[src/rtl/rtc_pkg.sv]
// Shared definitions for the RTC timekeeper: field widths, wrap limits and the
// packed time-of-day type used by the top level.
package rtc_pkg;

  localparam int unsigned SEC_MAX = 59;
  localparam int unsigned MIN_MAX = 59;

  localparam int unsigned SEC_W = 6;
  localparam int unsigned MIN_W = 6;
  localparam int unsigned HR_W  = 5;

  typedef struct packed {
    logic [HR_W-1:0]  hr;
    logic [MIN_W-1:0] min;
    logic [SEC_W-1:0] sec;
  } rtc_time_t;

endpackage

[src/rtl/rtc_modn_counter.sv]
// Modulo-(MAX+1) counter with synchronous load and carry-out.
// Ports:
//   clk      in   clock, rising edge
//   rst_n    in   asynchronous active-low reset, clears q
//   inc      in   advance by one (wraps MAX -> 0)
//   load     in   synchronous load, priority over inc
//   load_val in   load value; anything above MAX loads as 0
//   q        out  current count
//   carry    out  combinational: inc while at MAX (next stage advances)
module rtc_modn_counter
  import rtc_pkg::*;
#(
  parameter int unsigned W   = SEC_W,
  parameter int unsigned MAX = SEC_MAX
) (
  input  logic         clk,
  input  logic         rst_n,
  input  logic         inc,
  input  logic         load,
  input  logic [W-1:0] load_val,
  output logic [W-1:0] q,
  output logic         carry
);

  logic [W-1:0] r_q;
  logic         w_at_max;

  assign w_at_max = (r_q == W'(MAX));
  assign carry    = inc & w_at_max;
  assign q        = r_q;

  always_ff @(posedge clk or negedge rst_n) begin
    if (!rst_n) begin
      r_q <= '0;
    end else if (load) begin
      r_q <= (load_val > W'(MAX)) ? '0 : load_val;
    end else if (inc) begin
      r_q <= w_at_max ? '0 : r_q + 1'b1;
    end
  end

endmodule

[src/rtl/rtc_timekeeper.sv]
// Time-of-day counter: prescales clk to a 1-s tick and counts sec/min/hr with
// cascaded wrap, plus run/hold, synchronous time load and a minute-resolution alarm.
// Ports:
//   clk, rst_n                      clock and asynchronous active-low reset
//   run                             1 = advance, 0 = hold prescaler and time
//   load, load_sec/min/hr           synchronous time set (beats a same-cycle tick)
//   alarm_en, alarm_min, alarm_hr   alarm compare at hh:mm:00
//   sec, min, hr                    current time
//   sec_tick, day_wrap, alarm_hit   registered one-cycle strobes
module rtc_timekeeper
  import rtc_pkg::*;
#(
  parameter int unsigned DIV_W   = 16,
  parameter int unsigned DIV_MAX = 65535,
  parameter int unsigned HR_MAX  = 23
) (
  input  logic             clk,
  input  logic             rst_n,
  input  logic             run,
  input  logic             load,
  input  logic [SEC_W-1:0] load_sec,
  input  logic [MIN_W-1:0] load_min,
  input  logic [HR_W-1:0]  load_hr,
  input  logic             alarm_en,
  input  logic [MIN_W-1:0] alarm_min,
  input  logic [HR_W-1:0]  alarm_hr,
  output logic [SEC_W-1:0] sec,
  output logic [MIN_W-1:0] min,
  output logic [HR_W-1:0]  hr,
  output logic             sec_tick,
  output logic             day_wrap,
  output logic             alarm_hit
);

  logic [DIV_W-1:0] r_div;
  logic             r_sec_tick;
  logic             r_day_wrap;
  logic             r_alarm_hit;

  logic      w_tick;
  logic      w_sec_carry;
  logic      w_min_carry;
  logic      w_hr_carry;
  logic      w_alarm_match;
  rtc_time_t w_now;
  rtc_time_t w_next;

  // Load suppresses the tick so no strobe or carry fires on a time-set edge.
  assign w_tick = run & ~load & (r_div == DIV_W'(DIV_MAX));

  always_ff @(posedge clk or negedge rst_n) begin
    if (!rst_n) begin
      r_div <= '0;
    end else if (load) begin
      r_div <= '0;
    end else if (run) begin
      r_div <= (r_div == DIV_W'(DIV_MAX)) ? '0 : r_div + 1'b1;
    end
  end

  rtc_modn_counter #(.W(SEC_W), .MAX(SEC_MAX)) u_sec (
    .clk      (clk),
    .rst_n    (rst_n),
    .inc      (w_tick),
    .load     (load),
    .load_val (load_sec),
    .q        (w_now.sec),
    .carry    (w_sec_carry)
  );

  rtc_modn_counter #(.W(MIN_W), .MAX(MIN_MAX)) u_min (
    .clk      (clk),
    .rst_n    (rst_n),
    .inc      (w_sec_carry),
    .load     (load),
    .load_val (load_min),
    .q        (w_now.min),
    .carry    (w_min_carry)
  );

  // Hour carry-out is exactly the HR_MAX:59:59 -> 0:00:00 transition.
  rtc_modn_counter #(.W(HR_W), .MAX(HR_MAX)) u_hr (
    .clk      (clk),
    .rst_n    (rst_n),
    .inc      (w_min_carry),
    .load     (load),
    .load_val (load_hr),
    .q        (w_now.hr),
    .carry    (w_hr_carry)
  );

  // Time the counters will show after this edge; the alarm compares against it so
  // the pulse lands in the cycle after the tick that reaches hh:mm:00.
  always_comb begin
    w_next = w_now;
    if (w_tick) begin
      w_next.sec = w_sec_carry ? '0 : w_now.sec + 1'b1;
      if (w_sec_carry) w_next.min = w_min_carry ? '0 : w_now.min + 1'b1;
      if (w_min_carry) w_next.hr = w_hr_carry ? '0 : w_now.hr + 1'b1;
    end
  end

  // w_next is always in range, so out-of-range alarm fields can never match.
  assign w_alarm_match = alarm_en & w_tick & (w_next.sec == '0) &
                         (w_next.min == alarm_min) & (w_next.hr == alarm_hr);

  always_ff @(posedge clk or negedge rst_n) begin
    if (!rst_n) begin
      r_sec_tick  <= 1'b0;
      r_day_wrap  <= 1'b0;
      r_alarm_hit <= 1'b0;
    end else begin
      r_sec_tick  <= w_tick;
      r_day_wrap  <= w_hr_carry;
      r_alarm_hit <= w_alarm_match;
    end
  end

  assign sec       = w_now.sec;
  assign min       = w_now.min;
  assign hr        = w_now.hr;
  assign sec_tick  = r_sec_tick;
  assign day_wrap  = r_day_wrap;
  assign alarm_hit = r_alarm_hit;

endmodule

[config.mk]
export PLATFORM = sky130hd
export DESIGN_NAME = rtc_timekeeper
export DESIGN_NICKNAME = d
export VERILOG_FILES = /design/src/rtl/rtc_pkg.sv /design/src/rtl/rtc_modn_counter.sv /design/src/rtl/rtc_timekeeper.sv
export SDC_FILE = /design/constraint.sdc
export NUM_CORES = 1
export LEC_CHECK = 0
export ABC_AREA = 1
export BUFFER_PORTS_ARGS = -buffer_cell sky130_fd_sc_hd__buf_2
export CORE_MARGIN = 5
export CORE_UTILIZATION = 35
export DETAILED_ROUTE_END_ITERATION = 10
export PLACE_DENSITY = 0.55
export SYNTH_ARGS = -nofsm -noshare
export SYNTH_HDL_FRONTEND = slang
export SYNTH_SLANG_ARGS = --single-unit
[constraint.sdc]
create_clock -name clk -period 3.15 [get_ports clk]
set_input_delay 0.4725 -clock clk [delete_from_list [all_inputs] [get_ports clk]]
set_output_delay 0.4725 -clock clk [all_outputs]
set_load 0.005 [all_outputs]
# ---- Word-level counts from Yosys, hierarchy flattened
# Cells that the tools add are included.
dict set report totals {
  wordCells 56
  in_bits 33
  out_inout_bits 20
  ff_bits 36
}
dict set report classes {
  n_bitwise 10
  n_reduce_logical 5
  n_mux 21
  addsub 4
  eq_ne 6
  n_lt_le_gt_ge 3
}
# operator count
set ops {}
lappend ops {{$mux 6} 11}
lappend ops {{$mux 16} 3}
lappend ops {{$mux 5} 6}
lappend ops {{$mux 17} 1}
lappend ops {{$add 16x1->16 const B} 1}
lappend ops {{$eq 16x16->1 const B} 1}
lappend ops {{$add 6x1->6 const B} 2}
lappend ops {{$eq 6x6->1 const B} 2}
lappend ops {{$gt 6x6->1 const B} 2}
lappend ops {{$and 1x1->1} 9}
lappend ops {{$reduce_bool 2->1} 4}
lappend ops {{$eq 6x6->1} 1}
lappend ops {{$logic_not 6->1} 1}
lappend ops {{$add 5x1->5 const B} 1}
lappend ops {{$eq 5x5->1} 1}
lappend ops {{$eq 5x5->1 const B} 1}
lappend ops {{$gt 5x5->1 const B} 1}
lappend ops {{$not 1->1} 1}

# ---- Depth between registers and ports, before layout
# Gate-level depths: netlist (run 1).
dict set report logic_depth {
  word_depth 13
  depth_mapped 16
}

# ---- Cells and area by module
# Synthesis (run 1) repeated with hierarchy kept, for this count alone.
dict set report unflattened {
  cells_unflattened 462
  hier_area_um2 3055.4
}
# mod area_each_um2 seq_area_each_um2 instances cells_each
set modules_own_cells {}
lappend modules_own_cells {rtc_timekeeper 1731.7 475.5 1 276}
lappend modules_own_cells {{rtc_modn_counter at u_min ...} 481.7 150.1 2 70}
lappend modules_own_cells {{rtc_modn_counter at u_hr} 360.3 125.1 1 46}

# ---- Worst setup path before layout (run 1)
# No wires, ideal clock.
dict set report synth_timing {
  path_type {flip-flop to flip-flop}
  startpoint {reg u_min.r_q[0] (netlist: u_min.q[0])}
  endpoint {reg r_alarm_hit (netlist: alarm_hit)}
  arrival_time_ns 1.682
  setup_ns 0.115
  t_required_ns 3.035
  path_slack_ns 1.353
  path_stages_with_launch 12
  synth_period_minus_slack_ns 1.797
  cell_sequence {dfrtp_1 -> ha_1 -> nand3_1 -> nor2_1 -> nand4_4 -> inv_2 -> nand2_1 -> and2_1 -> nor2_1 -> nor2_1 -> nand3_1 -> nor2_1}
}
dict set report synth_between {
  elab_chain_len 8
  elab_cells_between_ends 13
  classes_between {1 x add/sub; 3 x eq/ne; 5 x mux; 4 x bitwise}
}
# element line
set synth_lines {}
lappend synth_lines {{start, declared} rtc_modn_counter.sv:25} ;# logic [W-1:0] r_q;
lappend synth_lines {{start signal, assigned} rtc_modn_counter.sv:36} ;# r_q <= (load_val > W'(MAX)) ? '0 : load_val;
lappend synth_lines {{start signal, assigned} rtc_modn_counter.sv:38} ;# r_q <= w_at_max ? '0 : r_q + 1'b1;
lappend synth_lines {{parallel branches: the longest is 4 deep, another holds $add 6x1->6} --}
lappend synth_lines {{$mux 17 *} rtc_timekeeper.sv:96} ;# if (w_tick) begin
lappend synth_lines {{$eq 6x6->1 / $mux 17 (equally long branches)} {rtc_timekeeper.sv:105, rtc_timekeeper.sv:96}}
lappend synth_lines {{$and 1x1->1 / $eq 5x5->1 (equally long branches)} {rtc_timekeeper.sv:104, rtc_timekeeper.sv:105}}
lappend synth_lines {{$and 1x1->1 *} rtc_timekeeper.sv:105} ;# (w_next.min == alarm_min) & (w_next.hr == alarm_hr);
lappend synth_lines {{net w_alarm_match} rtc_timekeeper.sv:44} ;# logic w_alarm_match;
lappend synth_lines {{end signal, assigned} rtc_timekeeper.sv:115} ;# r_alarm_hit <= w_alarm_match;
lappend synth_lines {{end, declared} rtc_timekeeper.sv:38} ;# logic r_alarm_hit;
# Mark *: on every way through the listed nets, which the timed path passes.
# A chain may end at the register's enable or synchronous reset.

# ---- Worst setup path in the final report (run 1)
dict set report layout_timing {
  startpoint {reg r_div[0]}
  endpoint {reg r_alarm_hit (netlist: alarm_hit)}
}
dict set report layout_between {
  elab_chain_len 10
  elab_cells_between_ends 18
  classes_between {3 x eq/ne; 6 x mux; 8 x bitwise; 1 x reduce/logical}
}
# element line
set layout_lines {}
lappend layout_lines {{start, declared} rtc_timekeeper.sv:35} ;# logic [DIV_W-1:0] r_div;
lappend layout_lines {{start signal, assigned} rtc_timekeeper.sv:57} ;# r_div <= (r_div == DIV_W'(DIV_MAX)) ? '0 : r_div + 1'b1;
lappend layout_lines {{$eq 16x16->1 *} rtc_timekeeper.sv:49} ;# assign w_tick = run & ~load & (r_div == DIV_W'(DIV_MAX));
lappend layout_lines {{$and 1x1->1 *} rtc_timekeeper.sv:49}
lappend layout_lines {{$and 1x1->1 (2 in series)} rtc_modn_counter.sv:29} ;# assign carry = inc & w_at_max;
lappend layout_lines {{$mux 6 / $and 1x1->1 (equally long branches)} {rtc_timekeeper.sv:98, rtc_modn_counter.sv:29}}
lappend layout_lines {{$mux 6 / $mux 5 (equally long branches)} {rtc_timekeeper.sv:98, rtc_timekeeper.sv:99}}
lappend layout_lines {{$mux 17 / $mux 5 (equally long branches)} {rtc_timekeeper.sv:96, rtc_timekeeper.sv:99}}
lappend layout_lines {{$eq 6x6->1 / $mux 17 (equally long branches)} {rtc_timekeeper.sv:105, rtc_timekeeper.sv:96}}
lappend layout_lines {{$and 1x1->1 / $eq 5x5->1 (equally long branches)} {rtc_timekeeper.sv:104, rtc_timekeeper.sv:105}}
lappend layout_lines {{$and 1x1->1 *} rtc_timekeeper.sv:105}
lappend layout_lines {{net w_alarm_match} rtc_timekeeper.sv:44}
# The timed path passes the listed nets; every way through them passes the cells marked *.

==> summary.md, run 1 <==
| Metric | Value |
|---|---|
| Data required time of the worst path | 3.37 ns |
| Final core occ | 42.9% |
| Most frequent CP cell | nand2_1 |
| Die area | 0.00892 mm² |
| Most common cell after layout, fill and taps aside | nand2_1 |
| Max-cap violations | 0 |
| PD cells | 360 mW/mm² |
| Worst skew pair latency | 0.29 ns |
| Internal power | 0.749 mW |
| Worst Hold Class | in2async |
| DRC | 0 |
| Top Ports | 53 |
| Final setup vio count | 0 |
| Syn_nets | 397 |
| DR vias/cell | 4.79 |
| Distinct cells, synth | 35 |
| CP endpoint kind | flip-flop |
| Sw Pwr | 0.312 mW |
| Data arrival, critical path | 2.43 ns |
| Status | completed |
| Hpwl dp | 4.78 mm |
| Share of layout cells above drive strength 1 | 18.5% |
| CP startpoint | r_div[0] |
| Routed Wire Length | 6.21 mm |
| Initial DRC count | 85 |
| Routed Antenna Nets | 0 |
| CP max stage delay | 0.41 ns |
| Initial antenna violation count | 0 |
| Leakage | 1.54 nW |
| Total grt overflow | 0 |
| Post-Syn Area | 0.00250 mm² |
| CTS tree | done |
| Switching share of power | 29.4% |
| Vias in the first global route | 2,386 |
| Cell row count | 30 |
| Share of total power in combinational logic | 18.8% |
| H-tree levels | 2 |
| Hold-fix buffers at CTS | 0 |
| Worst R2R Setup Slack | 0.94 ns |
| # clock sinks | 36 |
| Reg2Reg Launch Point | r_div[0] |
| RSZ-0062 raised after global routing | false |
| Setup CP Type | reg2reg |
| Setup_tns | 0 ns |
| Critical R2R Capture | alarm_hit |
| All-Layer GR Usage | 14.8% |
| Ys Warns | 0 |
| Fmax | 453 MHz |
| Worst Setup Start Kind | flip-flop |
| Largest net degree at the start of global routing | 37 |
| Gate Count Post-Synth | 360 |
| Port bufs | 52 |
| CTS max path bufs | 2 |
| Clk network pwr share | 32.2% |
| Initial Util | 36.3% |
| CTS resizes | 0 |
| Fin. max-slew vios | 0 |
| Setup bufs post-CTS | 0 |
| Slowest cell on the critical path | dfrtp_1 |
| Most frequent cells in the layout | nand2_1, buf_2, inv_1 |
| Vias post-DR | 2,454 |
| Die width | 94.5 µm |
| #FFs+latches synth | 36 |
| Number of buffers created by CTS | 5 |
| CP max FO | 12 |
| Final Hold Vio Count | 0 |
| Max Clock Skew | 0.00729 ns |
| Clock transition at path regs | 0.08 ns |
| Syn avg cell area | 6.93 µm² |
| # diodes | 0 |
| Final period util | 70.1% |
| CORE AREA | 0.00687 mm² |
| WL/cell | 12.1 µm |
| Gp weighted congestion | 0.800 |
| Die height | 94.5 µm |
| Global-route wire length before repair | 10.6 mm |
| Crit path cell chain | ha_1, nand2_2, nor2_4, nand2_4, nor2_8, nand3_2, nand2_1, nand2_1, nand2_1, nand2_1, inv_1, nand2_1, nor2_1, nand3_1, nor2_1 |
| Worst Max-Slew Pin Slew | 0.838 ns |
| Layout Nets | 452 |
| Layout area overhead | 18.1% |
| VDD IR-drop max | 127 µV |
| CP endpoint | alarm_hit |
| Rel. slew slack | 44.1% |
| Root Driver | clkbuf_8 |
| Fin crit period | 2.21 ns |
| Reg power frac | 48.9% |
| TritonRoute pass-1 iters | 4 |
| Worst r2r path cells | 15 |
| Sequential fraction of the synthesis area | 36.1% |
## through the flow
step	total power, mW	worst slack [ns]	hold WS (ns)	instance area, µm²	cells
after floorplan	0.643	1.35	0.177	2500	360
after detailed placement	0.732	0.935	0.496	2860	504
after global routing	1.13	0.649	0.371	2950	512
after CTS	1.08	0.913	0.313	2950	512
final	1.06	0.943	0.284	2950	512
after global placement	0.732	0.974	0.500	2860	504
## layer usage
metal | GRT usage [%] | vias to the layer above | wire length, µm
li1 | - | 1283 | -
met1 | 18.8 | 1123 | 2920
met2 | 25.4 | 42 | 2970
met3 | 2.39 | 6 | 232
met4 | 5.41 | 0 | 86
met5 | 0 | - | 0
## final cells by class
class	instances	area [µm²]
fillers	782	3920
multi-input cells	263	1350
flip-flops and latches	36	901
repair buffers	55	283
inverters	54	203
well taps	96	120
clock buffers	8	90.1
## logic make-up (layout without fill, tap and decap cells)
group           after synthesis  in the layout  share of synthesized area (%)
xor+xnor                     11             11                           3.86
flops                        36             36                           36.1
compound gates               40             40                           9.17
simple gates                208            208                           39.1
buf+inv                      61            117                           9.77
fa+ha+maj                     4              4                           2.01
## power by group through the flow
stage / Clock, mW / Sequential, mW / Combinational (mW)
after CTS: 0.360 / 0.520 / 0.204
after detailed placement: 0 / 0.529 / 0.203
final: 0.342 / 0.520 / 0.200
after global placement: 0 / 0.528 / 0.204
after floorplan: 0 / 0.522 / 0.121
after global routing: 0.372 / 0.525 / 0.235
## flip-flops by register name, indices dropped and copies added (netlist names)
| signal | count |
|---|---|
| day_wrap | 1 |
| r_div | 16 |
| u_min.q | 6 |
| u_hr.q | 5 |
| u_sec.q | 6 |
| sec_tick | 1 |
| alarm_hit | 1 |
## cells in the mapped netlist, drive strengths merged
master  count  area share, %
nand2      95             15
inv        53            8.0
nand3      45            9.2
nor2       41            7.5
dfrtp      36             36
o21ai      23            4.6
nand4      14            4.1
xor2        8            2.8
nor3        6            1.2
a21oi       4           0.80
buf         4            1.2
ha          4            2.0
nand3b      4            1.2
o22ai       4            1.0
clkbuf      3           0.45
o211ai      3           0.90
xnor2       3            1.1
a31oi       2           0.50
or2         2           0.50
a22o        1           0.35
a22oi       1           0.30
a32o        1           0.40
and2        1           0.25
clkinv      1           0.15
o21a        1           0.30
## how the worst min path moves through the flow
stage | startpoint | slack [ns] | to
2_1_floorplan | rst_n | 0.18 | alarm_hit
4_1_cts | rst_n | 0.31 | r_div[5]
3_3_place_gp | r_div[5] | 0.50 | r_div[5]
5_1_grt | rst_n | 0.37 | r_div[5]
6_report | rst_n | 0.28 | r_div[6]
3_5_place_dp | r_div[5] | 0.50 | r_div[5]
## worst max-delay path: cells and delay by family, from the launching register on
| kind | cells | cell delay, ns |
|---|---|---|
| and+or+nand+nor | 13 | 1.49 |
| buffers and inverters | 1 | 0.04 |
| DFF | 1 | 0.41 |
| adders and majority gates | 1 | 0.20 |
(Power assumes the default switching activity.)
==> inputs of run 2 (changes only) <==
--- a/config.mk
+++ b/config.mk
@@ -5,7 +5,7 @@
 export SDC_FILE = /design/constraint.sdc
 export NUM_CORES = 1
 export LEC_CHECK = 0
-export ABC_AREA = 1
+export ABC_AREA = 0
 export BUFFER_PORTS_ARGS = -buffer_cell sky130_fd_sc_hd__buf_2
 export CORE_MARGIN = 5
 export CORE_UTILIZATION = 35
==> constraint.sdc (replaced) <==
create_clock -name clk -period 2.1 [get_ports clk]
set_input_delay 0.315 -clock clk [delete_from_list [all_inputs] [get_ports clk]]
set_output_delay 0.315 -clock clk [all_outputs]
set_load 0.005 [all_outputs]
==> run 2 against run 1 <==
The flow now finishes with violations (setup timing). Fmax fell by 9.4%. Synthesized cell count fell by 18%. Sequential cell count did not move. Die area is 0.94% lower. Global-route usage grew 3.6 points. Combinational power rose by 97%. Via count rose by 13%. Clock-buffer cell count fell by 2. Design area up 21%. Hold slack got worse by 0.15 ns. First-iteration DRC count up 53%. Critical endpoint unchanged.
==> summary.md, run 2 <==
| Metric | Value |
|---|---|
| Gate Count Post-Synth | 296 (-18%) |
| # diodes | 0 (unchanged) |
| Port bufs | 52 (unchanged) |
| Clock transition at path regs | 0.07 ns (about the same) |
| Hpwl dp | 6.30 mm (+32%) |
| Final period util | 116% (+46 points) |
| Setup CP Type | reg2reg |
| TritonRoute pass-1 iters | 4 (unchanged) |
| All-Layer GR Usage | 18.5% (+3.6 points) |
| CP max stage delay | 0.52 ns (+0.11 ns) |
| Max-cap violations | 0 (unchanged) |
| Area leader, netlist | dfrtp_1 |
| Top Ports | 53 (unchanged) |
| Fin crit period | 2.44 ns (+0.229 ns) |
| Synth Area in Simple Gates | 29.2% (-9.9 points) |
| Syn_nets | 333 (-16%) |
| Worst Hold Class | in2async |
| Layout area overhead | 44.8% |
| Share of layout cells above drive strength 1 | 38.0% (+20 points) |
| Data arrival, critical path | 2.62 ns (+0.19 ns) |
| Multiplexer share of the synthesized area | 0.405% (+0.41 points) |
| Critical R2R Capture | alarm_hit |
| Gp weighted congestion | 0.880 (+10%) |
| Status | complete, but fails checks |
| Most frequent CP cell | or4_4 |
| Data required time of the worst path | 2.28 ns (-1.09 ns) |
| Largest family of logic cells by synthesized area | simple AND/OR/NAND/NOR gates |
| Most common cell in the netlist | dfrtp_1 |
| Total grt overflow | 0 (unchanged) |
| RSZ-0062 raised after global routing | true |
| Die height | 94.0 µm (-0.47%) |
| Sequential fraction of the synthesis area | 36.5% (+0.38 points) |
| Number of buffers created by CTS | 5 (unchanged) |
| VDD IR-drop max | 236 µV (+86%) |
| Final setup vio count | 3 (+3) |
| Fmax | 410 MHz (-9.4%) |
| Most frequent cells in the layout | buf_4, buf_2, dfrtp_1 |
| Worst Setup Start Kind | flip-flop |
| Distinct cells, synth | 51 (+46%) |
| #FFs+latches synth | 36 (unchanged) |
| Area contributors post-synth | dfrtp_1, o21ai_0, nand2_1 |
| Worst r2r path cells | 8 (-7) |
| Initial antenna violation count | 0 (unchanged) |
| Pre-CTS setup slack | -0.341 ns (-1.28 ns) |
| Final hold slack | 0.135 ns (-0.149 ns) |
| Root Driver | clkbuf_8 |
| Routed Antenna Nets | 0 (unchanged) |
| CTS tree | done |
| Post-Layout Cell Count | 514 (+0.39%) |
| Vias post-DR | 2,784 (+13%) |
| Slowest cell on the critical path | or4_4 |
| Post-Place Cells | 504 (unchanged) |
| XOR/XNOR share of the synthesized area | 5.67% (+1.8 points) |
| CP max FO | 6 (-6) |
| Global-route wire length before repair | 13.0 mm (+22%) |
| Worst R2R Setup Slack | -0.34 ns (-1.28 ns) |
| Largest Register | r_div |
| Rel. slew slack | 43.1% (-1.1 points) |
| Final Power | 1.66 mW (+57%) |
| WL/cell | 15.3 µm (+26%) |
| DRC | 0 (unchanged) |
| Cell row count | 30 (unchanged) |
| CTS max path bufs | 2 (unchanged) |
| Vias in the first global route | 2,682 (+12%) |
| Async set or reset register ratio after synthesis | 100% (unchanged) |
| Largest register FFs | 16 (unchanged) |
| Routed Wire Length | 7.86 mm (+27%) |
| Reg2Reg Launch Point | u_sec.q[0] |
| Initial DRC count | 130 (+53%) |
| Worst Max-Slew Pin Slew | 0.854 ns (+0.0158 ns) |
| Fin. max-slew vios | 0 (unchanged) |
| Initial Util | 36.2% (-0.18 points) |
| PD cells | 465 mW/mm² (+29%) |
| Die width | 94.0 µm (-0.47%) |
| Ys Warns | 0 (unchanged) |
| Failing checks | setup timing |
| Largest net degree at the start of global routing | 37 (unchanged) |
| # clock sinks | 36 (unchanged) |
| Worst skew pair latency | 0.29 ns (about the same) |
| Area share of fa/ha/maj cells after synthesis | 2.03% (+0.021 points) |
| Layout Nets | 454 (+0.44%) |
| CP endpoint kind | flip-flop |
| DR vias/cell | 5.42 (+13%) |
| Fin worst setup slack | -0.336 ns (-1.28 ns) |
| Final Hold Vio Count | 0 (unchanged) |
| Synth Area in Compound Gates | 23.5% (+14 points) |
| Yosys top cell area share | 36.5% (+0.38 points) |
| Leakage | 1.62 nW (+4.9%) |
| Final core occ | 52.4% (+9.4 points) |
| EDFF count, synth | 0 (unchanged) |
| Die area | 0.00884 mm² (-0.94%) |
| H-tree levels | 2 (unchanged) |
| Syn avg cell area | 8.34 µm² (+20%) |
| Crit path cell chain | ha_2, nand3b_1, or4_4, or4_4, a2111oi_4, xnor2_1, o2111a_1, and4_1 |
| Most common cell after layout, fill and taps aside | buf_4 |
| Synth cell count leaders | dfrtp_1, nand2_1, o21ai_0 |
| Post-Syn Area | 0.00247 mm² (-1.1%) |
| Predominant post-synthesis flop cell | dfrtp_1 |
| CORE AREA | 0.00683 mm² (-0.55%) |
| Max Clock Skew | 0.00474 ns (-0.00256 ns) |
## run 2: area by class of cell
type	instances	area (µm²)
Sequential cell	36	901
Tap cell	96	120
Inverter	8	30.0
Clock inverter	2	10.0
Fill cell	698	3250
Timing Repair Buffer	124	801
Clock buffer	6	82.6
Multi-Input combinational cell	242	1630
## run 2: worst max-delay path: cells and delay by family (launching register included)
kind,cells,cell delay (ns)
fa+ha+maj,1,0.18
simple gates,4,1.23
flops,1,0.36
compound gates,2,0.46
xor+xnor,1,0.10
## run 2: routing by layer
metal	share of wire, %	track usage, %	wire length, µm	vias up
met1	45	23.8	3520	1327
met5	0	0	0	-
li1	-	-	-	1367
met3	5.3	3.61	420	12
met2	48	31.0	3750	78
met4	2.2	5.78	170	0
## run 2: how the worst max path moves through the flow
stage	to	slack, ns	cells after the start	start
after floorplan	alarm_hit	-0.35	9	u_sec.q[0]
after global placement	alarm_hit	-0.31	8	u_sec.q[0]
after detailed placement	alarm_hit	-0.34	7	r_div[14]
after CTS	alarm_hit	-0.34	8	u_sec.q[1]
after global routing	alarm_hit	-0.46	8	u_sec.q[0]
final	alarm_hit	-0.34	8	u_sec.q[0]
## run 2: what timing repair did
item | 4_1_cts | 5_1_grt
setup endpoints to repair | 4 | 22
buffers inserted | 1 | 1
hold buffers | 0 | 0
gates resized for setup | 4 | 20
pin swaps | 1 | 5
## run 2: cell families after synthesis
logic type                 count (synthesis)
AOI/OAI and AO/OA                         83
xor gates and xnor gates                  16
adders and majority gates                  4
buffers and inverters                     18
DFF                                       36
muxes                                      1
and+or+nand+nor                          138
## run 2: metrics by stage
stage | setup TNS (ns) | cell area [µm²]
final | -0.611 | 3580
after global routing | -1.13 | 3580
after CTS | -0.627 | 3490
after detailed placement | -0.673 | 3370
after global placement | -0.562 | 3370
after floorplan | -0.569 | 2510
## run 2: power breakdown
| part | leakage (nW) | total [mW] | internal (mW) | switching, mW |
|---|---|---|---|---|
| combinational | 1.09 | 0.394 | 0.189 | 0.205 |
| clock | 0.0510 | 0.510 | 0.262 | 0.248 |
| sequential | 0.474 | 0.759 | 0.727 | 0.0322 |
==> inputs of run 3 (changes only) <==
--- a/config.mk
+++ b/config.mk
@@ -8,9 +8,9 @@
 export ABC_AREA = 0
 export BUFFER_PORTS_ARGS = -buffer_cell sky130_fd_sc_hd__buf_2
 export CORE_MARGIN = 5
-export CORE_UTILIZATION = 35
+export CORE_UTILIZATION = 40
 export DETAILED_ROUTE_END_ITERATION = 10
-export PLACE_DENSITY = 0.55
+export PLACE_DENSITY = 0.62
 export SYNTH_ARGS = -nofsm -noshare
 export SYNTH_HDL_FRONTEND = slang
 export SYNTH_SLANG_ARGS = --single-unit
==> run 3 against run 2 <==
The flow still finishes with violations (setup timing). Hold slack worse by 0.0086 ns. Register-to-register slack worse by 0.04 ns. Global-route usage is 2.9 points higher. Non-clock buffer count is 3 higher. Largest cell class unchanged. Combinational power is 6.1% higher. Sequential power hardly changed. Worst setup slack worse by 0.039 ns. Clock-buffer cell count stayed put. Core utilization is 8.2 points higher. Critical path depth is 1 higher. Clock power is 8.2% lower.
==> summary.md, run 3 (same netlist as run 2, synthesis figures left out) <==
| Metric | Value |
|---|---|
| Failing checks | setup timing |
| Total grt overflow | 0 (unchanged) |
| DRC | 0 (unchanged) |
| Worst r2r path cells | 9 (+1) |
| Initial DRC count | 101 (-22%) |
| Post-Place Cells | 485 (-3.8%) |
| Root Driver | clkbuf_8 |
| # clock sinks | 36 (unchanged) |
| Most common cell after layout, fill and taps aside | buf_4 |
| Post-Layout Cell Count | 495 (-3.7%) |
| Final core occ | 60.6% (+8.2 points) |
| CP endpoint kind | flip-flop |
| VDD IR-drop max | 314 µV (+33%) |
| CP startpoint | u_sec.q[0] |
| Layout Nets | 457 (+0.66%) |
| Status | complete, but fails checks |
| CTS max path bufs | 2 (unchanged) |
| Hpwl dp | 6.19 mm (-1.8%) |
| Worst skew pair latency | 0.29 ns (about the same) |
| Die width | 88.6 µm (-5.8%) |
| Rel. slew slack | 43.8% (+0.69 points) |
| Fmax | 404 MHz (-1.6%) |
| Vias post-DR | 2,862 (+2.8%) |
| Routed Wire Length | 7.93 mm (+0.81%) |
| Layout area overhead | 46.0% |
| Placed Area | 0.00336 mm² (-0.33%) |
| Port bufs | 52 (unchanged) |
| Largest net degree at the start of global routing | 37 (unchanged) |
| DR vias/cell | 5.78 (+6.7%) |
| Clock transition at path regs | 0.07 ns (about the same) |
| Largest register FFs | 16 (unchanged) |
| Initial Util | 41.5% (+5.3 points) |
| Worst Setup Start Kind | flip-flop |
| Cell row count | 28 (-6.7%) |
| Final setup vio count | 4 (+1) |
| Critical R2R Capture | alarm_hit |
| Largest Register | r_div |
| Max Clock Skew | 0.0107 ns (+0.00597 ns) |
| Final period util | 118% (+1.8 points) |
| Reg2Reg Launch Point | u_sec.q[0] |
| Most frequent cells in the layout | buf_4, buf_2, dfrtp_1 |
| Initial antenna violation count | 0 (unchanged) |
| TritonRoute pass-1 iters | 4 (unchanged) |
| Gp weighted congestion | 0.896 (+1.8%) |
| WL/cell | 16.0 µm (+4.7%) |
| Routed Antenna Nets | 0 (unchanged) |
| Fin worst setup slack | -0.375 ns (-0.0387 ns) |
| Fin. max-slew vios | 0 (unchanged) |
| H-tree levels | 2 (unchanged) |
| Global-route wire length before repair | 13.1 mm (+0.96%) |
| Post-route cell area | 0.00361 mm² (+0.84%) |
| Pre-CTS setup slack | -0.397 ns (-0.0560 ns) |
| Vias in the first global route | 2,760 (+2.9%) |
| CTS tree | done |
| Die area | 0.00785 mm² (-11%) |
| Die height | 88.6 µm (-5.8%) |
| Top Ports | 53 (unchanged) |
| Worst Hold Class | in2async |
| RSZ-0062 raised after global routing | true |
| Fin crit period | 2.47 ns (+0.0387 ns) |
| Final Hold Vio Count | 0 (unchanged) |
| Number of buffers created by CTS | 5 (unchanged) |
| PD cells | 456 mW/mm² (-2.0%) |
| # diodes | 0 (unchanged) |
| Share of layout cells above drive strength 1 | 40.0% (+2.0 points) |
| Data required time of the worst path | 2.33 ns (+0.05 ns) |
| CP max FO | 5 (-1) |
| Setup CP Type | reg2reg |
| Worst R2R Setup Slack | -0.37 ns (-0.04 ns) |
| Max-cap violations | 0 (unchanged) |
| Data arrival, critical path | 2.70 ns (+0.08 ns) |
| CORE AREA | 0.00596 mm² (-13%) |
| Worst Max-Slew Pin Slew | 0.844 ns (-0.0103 ns) |
| All-Layer GR Usage | 21.4% (+2.9 points) |
| Leakage | 1.62 nW (about the same) |
run 3: cell count changes in the layout (fill, tap and decap cells not counted), sizes merged:
cell	previous run	this run
buf	124	127
clkinv	3	2
run 3: final cells by class:
type,instances,area [µm²]
clock buffer,6,72.6
multi-input combinational,242,1670
sequential,36,901
fill,554,2350
timing repair buffer,127,831
inverter,8,30.0
clock inverter,1,5.00
tap,75,93.8
run 3: through the flow:
stage / setup TNS (ns) / power [mW] / hold slack (ns)
2_1_floorplan: -0.569 / 0.947 / 0.0194
3_5_place_dp: -0.765 / 1.16 / 0.468
3_3_place_gp: -0.521 / 1.16 / 0.462
5_1_grt: -1.84 / 1.74 / 0.211
4_1_cts: -0.900 / 1.64 / 0.151
6_report: -0.820 / 1.64 / 0.126
run 3: layer usage:
metal / vias up / track usage, % / part of all wire (%)
met3: 13 / 3.82 / 8.0
met2: 114 / 36.5 / 49
met5: - / 0 / 0
met4: 0 / 8.65 / 1.8
met1: 1355 / 26.7 / 41
li1: 1380 / - / -
run 3: critical path, stage by stage, from the launching register on:
cell	delay, ns
dfrtp_1	0.36
ha_2	0.19
nand3b_1	0.10
or4_4	0.48
buf_4	0.16
or4_4	0.51
o211ai_1	0.11
o221ai_1	0.14
nor4_1	0.16
and4_1	0.21
run 3: repair_timing:
item                       4_1_cts  5_1_grt
hold buffers                     0        0
pin swaps                        0        7
setup buffers                    2        1
gates resized for setup          5       32
setup endpoints to repair        5       20
run 3: worst max path at each step:
stage	endpoint	slack, ns	depth (start not counted)
after detailed placement	alarm_hit	-0.40	8
after CTS	alarm_hit	-0.39	8
after global placement	alarm_hit	-0.30	8
final	alarm_hit	-0.37	9
after floorplan	alarm_hit	-0.35	9
after global routing	alarm_hit	-0.49	8
run 3: where the power goes:
| group | total [mW] | switching, mW | internal (mW) | leakage (nW) |
|---|---|---|---|---|
| Clock | 0.468 | 0.243 | 0.226 | 0.0410 |
| Combinational | 0.418 | 0.219 | 0.199 | 1.11 |
| Sequential | 0.758 | 0.0314 | 0.727 | 0.474 |
